File: config.mk
export PLATFORM = sky130hd
export DESIGN_NAME = button_conditioner
export DESIGN_NICKNAME = d
export VERILOG_FILES = /design/src/rtl/button_conditioner_pkg.sv /design/src/rtl/button_debounce_channel.sv /design/src/rtl/button_conditioner.sv
export SDC_FILE = /design/constraint.sdc
export NUM_CORES = 1
export LEC_CHECK = 0
export CAP_MARGIN = 25
export CORE_UTILIZATION = 50
export DETAILED_ROUTE_END_ITERATION = 8
export PLACE_DENSITY = 0.7
export SYNTH_ARGS = -nofsm -noshare
export SYNTH_HDL_FRONTEND = slang
export SYNTH_SLANG_ARGS = --single-unit
File: constraint.sdc
create_clock -name fpgaclock -period 4.57 [get_ports fpgaclock]
set_clock_uncertainty 0.1 [all_clocks]
set_input_delay 0.457 -clock fpgaclock [delete_from_list [all_inputs] [get_ports fpgaclock]]
set_output_delay 0.457 -clock fpgaclock [all_outputs]
set_load 0.02 [all_outputs]
File: src/rtl/button_conditioner_pkg.sv
// Shared definitions for the push-button front-end: per-channel debounce
// FSM state encodings and the default timing constants used by both the
// channel and the top level.
package button_conditioner_pkg;

  // Per-channel debounce FSM states.
  typedef enum logic [1:0] {
    BC_RELEASED     = 2'd0,
    BC_PRESS_WAIT   = 2'd1,
    BC_PRESSED      = 2'd2,
    BC_RELEASE_WAIT = 2'd3
  } bc_state_e;

  // 10 ms at 50 MHz: long enough to ride out contact bounce.
  localparam int unsigned BC_DB_CYCLES_DEFAULT   = 500000;
  // 1 s at 50 MHz before a held button counts as a long press.
  localparam int unsigned BC_HOLD_CYCLES_DEFAULT = 50000000;

endpackage : button_conditioner_pkg

File: src/rtl/button_debounce_channel.sv
// One push-button channel: 2-FF synchroniser, debounce FSM with a stability
// counter, registered press/release pulses and a clean level.
// Build option: define LONG_PRESS_EN to add a hold counter and long_pulse;
// otherwise o_long_pulse is tied low and no hold counter exists.
module button_debounce_channel
  import button_conditioner_pkg::*;
#(
  parameter int unsigned DB_CYCLES   = BC_DB_CYCLES_DEFAULT,
  parameter int unsigned HOLD_CYCLES = BC_HOLD_CYCLES_DEFAULT
) (
  input  logic fpgaclock,
  input  logic reset,
  input  logic i_enable,
  input  logic i_btn_raw,
  output logic o_level,
  output logic o_press_pulse,
  output logic o_release_pulse,
  output logic o_long_pulse
);

  // Counter only has to reach DB_CYCLES-1, so it can never wrap.
  localparam int unsigned     CNT_W    = $clog2(DB_CYCLES + 1);
  localparam logic [CNT_W-1:0] CNT_LAST = CNT_W'(DB_CYCLES - 1);
  localparam logic [CNT_W-1:0] CNT_ONE  = CNT_W'(1);

  // Reject impossible timing at elaboration rather than build a broken counter.
  if (DB_CYCLES < 2 || HOLD_CYCLES < 1) begin : g_bad_params
    $error("button_debounce_channel: need DB_CYCLES >= 2 and HOLD_CYCLES >= 1");
  end

  logic             r_sync1;
  logic             r_sync2;
  bc_state_e        r_state;
  logic [CNT_W-1:0] r_cnt;
  logic             r_level;
  logic             r_press_pulse;
  logic             r_release_pulse;

  bc_state_e        w_state_next;
  logic [CNT_W-1:0] w_cnt_next;
  logic             w_level_next;
  logic             w_press_next;
  logic             w_release_next;

  // Two-stage synchroniser for the asynchronous button input.
  always_ff @(posedge fpgaclock) begin
    // NOTE: sequential state uses non-blocking assignments so every flop
    // samples the pre-edge values; blocking here would collapse the two
    // synchroniser stages into one.
    if (reset) begin
      r_sync1 <= 1'b0;
      r_sync2 <= 1'b0;
    end else begin
      r_sync1 <= i_btn_raw;
      r_sync2 <= r_sync1;
    end
  end

  // FSM state, stability counter, level and pulse registers.
  always_ff @(posedge fpgaclock) begin
    if (reset) begin
      r_state         <= BC_RELEASED;
      r_cnt           <= '0;
      r_level         <= 1'b0;
      r_press_pulse   <= 1'b0;
      r_release_pulse <= 1'b0;
    end else begin
      r_state         <= w_state_next;
      r_cnt           <= w_cnt_next;
      r_level         <= w_level_next;
      r_press_pulse   <= w_press_next;
      r_release_pulse <= w_release_next;
    end
  end

  // Next-state logic: a level change is accepted only after DB_CYCLES
  // consecutive agreeing samples; any disagreeing sample aborts the count.
  always_comb begin
    // NOTE: every output of this block gets a default first, so no path can
    // leave one unassigned and infer a latch.
    w_state_next   = r_state;
    w_cnt_next     = r_cnt;
    w_level_next   = r_level;
    w_press_next   = 1'b0;
    w_release_next = 1'b0;
    case (r_state)
      BC_RELEASED: begin
        if (r_sync2) begin
          w_state_next = BC_PRESS_WAIT;
          w_cnt_next   = CNT_ONE;
        end
      end
      BC_PRESS_WAIT: begin
        if (!r_sync2) begin
          w_state_next = BC_RELEASED;
          w_cnt_next   = '0;
        end else if (r_cnt == CNT_LAST) begin
          w_state_next = BC_PRESSED;
          w_cnt_next   = '0;
          w_level_next = 1'b1;
          w_press_next = i_enable;
        end else begin
          w_cnt_next = r_cnt + CNT_ONE;
        end
      end
      BC_PRESSED: begin
        if (!r_sync2) begin
          w_state_next = BC_RELEASE_WAIT;
          w_cnt_next   = CNT_ONE;
        end
      end
      BC_RELEASE_WAIT: begin
        if (r_sync2) begin
          w_state_next = BC_PRESSED;
          w_cnt_next   = '0;
        end else if (r_cnt == CNT_LAST) begin
          w_state_next   = BC_RELEASED;
          w_cnt_next     = '0;
          w_level_next   = 1'b0;
          w_release_next = i_enable;
        end else begin
          w_cnt_next = r_cnt + CNT_ONE;
        end
      end
      default: begin
        w_state_next = BC_RELEASED;
        w_cnt_next   = '0;
      end
    endcase
  end

`ifdef LONG_PRESS_EN
  localparam int unsigned      HOLD_W    = $clog2(HOLD_CYCLES + 1);
  localparam logic [HOLD_W-1:0] HOLD_LAST = HOLD_W'(HOLD_CYCLES - 1);
  localparam logic [HOLD_W-1:0] HOLD_MAX  = HOLD_W'(HOLD_CYCLES);

  logic [HOLD_W-1:0] r_hold_cnt;
  logic              r_long_pulse;

  // Hold counter: restarts on a fresh press, parks at HOLD_CYCLES after
  // firing so long_pulse fires at most once; an aborted release keeps it.
  always_ff @(posedge fpgaclock) begin
    if (reset) begin
      r_hold_cnt   <= '0;
      r_long_pulse <= 1'b0;
    end else begin
      r_long_pulse <= 1'b0;
      if (r_state == BC_PRESS_WAIT && w_state_next == BC_PRESSED) begin
        r_hold_cnt <= '0;
      end else if ((r_state == BC_PRESSED || r_state == BC_RELEASE_WAIT) &&
                   r_hold_cnt != HOLD_MAX) begin
        r_hold_cnt <= r_hold_cnt + HOLD_W'(1);
        if (r_hold_cnt == HOLD_LAST) begin
          r_long_pulse <= i_enable;
        end
      end
    end
  end

  assign o_long_pulse = r_long_pulse;
`else
  assign o_long_pulse = 1'b0;
`endif

  assign o_level         = r_level;
  assign o_press_pulse   = r_press_pulse;
  assign o_release_pulse = r_release_pulse;

endmodule : button_debounce_channel

File: src/rtl/button_conditioner.sv
// Push-button front-end for the run-control FSM: one independent debounce
// channel per button (bit0 start, bit1 interrupt, bit2 reset request).
// Build option: define LONG_PRESS_EN to enable long_pulse generation.
module button_conditioner
  import button_conditioner_pkg::*;
#(
  parameter int unsigned NUM_BTN     = 3,
  parameter int unsigned DB_CYCLES   = BC_DB_CYCLES_DEFAULT,
  parameter int unsigned HOLD_CYCLES = BC_HOLD_CYCLES_DEFAULT
) (
  input  logic               fpgaclock,
  input  logic               reset,
  input  logic               enable,
  input  logic [NUM_BTN-1:0] btn_raw,
  output logic [NUM_BTN-1:0] btn_level,
  output logic [NUM_BTN-1:0] press_pulse,
  output logic [NUM_BTN-1:0] release_pulse,
  output logic [NUM_BTN-1:0] long_pulse
);

  for (genvar g = 0; g < NUM_BTN; g++) begin : g_ch
    button_debounce_channel #(
      .DB_CYCLES  (DB_CYCLES),
      .HOLD_CYCLES(HOLD_CYCLES)
    ) u_channel (
      .fpgaclock      (fpgaclock),
      .reset          (reset),
      .i_enable       (enable),
      .i_btn_raw      (btn_raw[g]),
      .o_level        (btn_level[g]),
      .o_press_pulse  (press_pulse[g]),
      .o_release_pulse(release_pulse[g]),
      .o_long_pulse   (long_pulse[g])
    );
  end

endmodule : button_conditioner
==> impl_metrics.csv <==
group,metric,value,unit
clocking,clock_latency,0.36,ns
place,io_buffers,14,
clocking,htreeDepth,3,
clocking,post-cts-setup-buffer-count,0,
clocking,cts_buffers,9,
layout,syn_to_final_growth,8.95,%
timing,relSlewSlack,39.3,%
timing,final.setup.worst_slack,1.97,ns
outcome,outcome,"finished, final reports clean",
logic_synthesis,async_flop_share,0,%
global_routing,grt_pass1_wl,14.1,mm
global_routing,grt-ovfl-total,0,
clocking,cts-hold-fix-buffers,0,
timing,period_minus_slack,2.60,ns
timing,slew_violations,0,
power_and_ir_drop,power.density,305,mW/mm^2
global_routing,grt_busiest_layer,"met2",
clocking,cts_buffer_depth,2,
clocking,cts_tree,"yes",
logic_synthesis,synth-edff-count,0,
layout,final_nets,480,
timing,min_period_over_period,56.9,%
route,dr.first_iter.drc_count,156,
setup_path,crit_arrival,2.78,ns
route,viasPerCell,6.00,
global_routing,grt_max_degree,25,
floorplanning,die_h,90.5,um
place,post-place-ws,1.77,ns
setup_path,critPathCaptureType,"flip-flop",
route,routed_wl,8.10,mm
layout,stdcell_area,0.00426,mm^2
clocking,cts_sinks,78,
route,ant_nets,0,
layout,layout-drive-gt1-share,6.51,%
global_routing,antenna_found_initial,0,
route,vias,3449,
floorplanning,start_util,52.8,%
place,placed_area,0.00405,mm^2
timing,rsz0062_at_grt,"false",
timing,fmax,385,MHz
logic_synthesis,ys_seq_area_share,39.9,%
clocking,cts.root.buffer_cell,"clkbuf_8",
logic_synthesis,synthCells,470,
logic_synthesis,synth_ff_type,"dfxtp_1",
global_routing,globalRouteMet2Util,33.1,%
place,routabilityCongestion,0.807,
layout,antennaDiodeCount,0,
layout,utilization,57.6,%
place,dp_hpwl,5.50,mm
worst_hold_path,hold_path_class,"flip-flop to flip-flop",
power_and_ir_drop,ir_drop,0.000210,V
flow_run,cap_violations,0,
setup_path,worstPathMaxFanout,24,
logic_synthesis,ys_ff_latch,78,
global_routing,grtUsageMet1,28.0,%
floorplanning,dieWidth,90.5,um
route,wl_per_cell,14.1,um
timing,worstMarginPinSlew,0.903,ns
floorplanning,num_rows,31,
timing,setup_viol,0,
setup_path,required,4.75,ns
route,drcViolationCount,0,
global_routing,grt_usage,20.7,%
logic_synthesis,synth_area_per_cell,8.33,um^2
logic_synthesis,ys_warn_count,0,
setup_path,startpoint_type,"flip-flop",
global_routing,grt_pass1_vias,3101,
floorplanning,die_area,0.00819,mm^2
clocking,clk_pin_slew_worst_paths,0.09,ns
global_routing,use_met3,3.03,%
power_and_ir_drop,power.leakage,1.42,nW
layout,fill_cells,689,
logic_synthesis,ys_types,57,
logic_synthesis,synth_area,0.00391,mm^2
route,drtPass1Iterations,5,
clocking,ctsResizeCount,0,
timing,fin_tns_setup,0,ns
timing,hold_violations,0,
floorplanning,coreArea,0.00741,mm^2
floorplanning,io-pin-count,18,
setup_path,timing_worst_setup_path_type,"flip-flop to flip-flop",
## cell type report
class                           instances  area (um^2)  area share [%]
Clock buffer                            9          124            2.90
Clock inverter                          7         87.6            2.05
Inverter                               17         63.8            1.50
Multi-Input combinational cell        346         2130            49.9
Sequential cell                        78         1560            36.6
Tap cell                               99          124            2.90
Timing Repair Buffer                   19          178            4.17
## routing by layer
layer / wire length [um] / share of wire, %
met2: 3650 / 45
met1: 4040 / 50
met5: 0 / 0
met4: 85 / 1.0
met3: 319 / 3.9
## path summary, 6_finish.rpt
| path | end | cells after the start | from | slack (ns) |
|---|---|---|---|---|
| hold / removal | g_ch[1].u_channel.r_sync2$_SDFF_PP0_ | 1 | g_ch[1].u_channel.r_sync1$_SDFF_PP0_ | 0.35 |
| hold reg to reg | g_ch[1].u_channel.r_sync2$_SDFF_PP0_ | 1 | g_ch[1].u_channel.r_sync1$_SDFF_PP0_ | 0.35 |
| setup / recovery | flip-flop | 6 | g_ch[2].u_channel.r_cnt[0]$_SDFFE_PP0P_ | 1.97 |
| setup reg to reg | flip-flop | 6 | g_ch[2].u_channel.r_cnt[0]$_SDFFE_PP0P_ | 1.97 |
## flip-flops by register name (all words and copies together) (netlist names), named ones only
name                            count
g_ch.u_channel.o_level              3
g_ch.u_channel.r_state              3
g_ch.u_channel.o_release_pulse      3
g_ch.u_channel.o_press_pulse        3
g_ch.u_channel.r_sync2              3
g_ch.u_channel.r_cnt               57
g_ch.u_channel.r_sync1              3
## synth_stat cells, types with 6 or more instances
cell	number	share of area [%]
nand3_1	42	5.4
a31oi_1	27	4.3
dfxtp_1	78	40
and4_1	6	1.3
nand2_1	35	3.4
nor2b_1	7	1.1
nand3b_1	6	1.2
a21oi_1	30	3.8
nand4_1	17	2.7
o21ai_0	24	3.1
or3_1	8	1.3
nor3_1	19	2.4
nor4_1	13	2.1
mux2i_1	10	2.6
xor2_1	8	1.8
and3_1	10	1.6
clkbuf_1	12	1.2
inv_1	17	1.6
nor2_1	18	1.7
buf_4	12	2.3
## metrics by stage
step	std cells	hold WS [ns]	total power, mW
6_report	575	0.348	1.30
5_1_grt	575	0.362	1.35
4_1_cts	574	0.352	1.31
3_5_place_dp	558	0.329	0.766
3_3_place_gp	557	0.326	0.763
2_1_floorplan	472	0.314	0.749
## critical path, stage by stage, from the launching register on
cell	delay [ns]
dfxtp_1	0.40
ha_1	0.31
nand4b_1	0.17
nor3_1	0.21
nand3_1	0.64
or3_1	0.57
a21oi_1	0.13
## placed cells by master (no fill, tap or decap), types with 6 or more instances in the layout
cell type | synthesis | final
nand2_1 | 35 | 35
mux2i_1 | 10 | 10
nor2_1 | 18 | 18
o21ai_0 | 24 | 24
a31oi_1 | 27 | 27
a21oi_1 | 30 | 30
clkbuf_8 | 0 | 9
and3_1 | 10 | 10
and4_1 | 6 | 6
nand4_1 | 17 | 17
nor3_1 | 19 | 18
nor4_1 | 13 | 13
clkdlybuf4s50_1 | 0 | 14
xor2_1 | 8 | 8
dfxtp_1 | 78 | 78
nor2b_1 | 7 | 7
nand3_1 | 42 | 42
nand3b_1 | 6 | 6
or3_1 | 8 | 8
inv_1 | 17 | 17
## logic make-up after synthesis
family          synth area share [%]
simple gates                    29.7
compound gates                  17.6
flops                           39.9
buf+inv                         6.11
xor+xnor                        3.10
mux                             2.56
fa+ha+maj                      0.959
other cells                   0.0958
## power breakdown
group / internal [mW] / total (mW) / leakage, nW / switching, mW
combinational: 0.0214 / 0.0556 / 0.683 / 0.0342
clock: 0.267 / 0.550 / 0.109 / 0.284
sequential: 0.687 / 0.695 / 0.630 / 0.00773
total: 0.975 / 1.30 / 1.42 / 0.326
(Power assumes the default switching activity.)
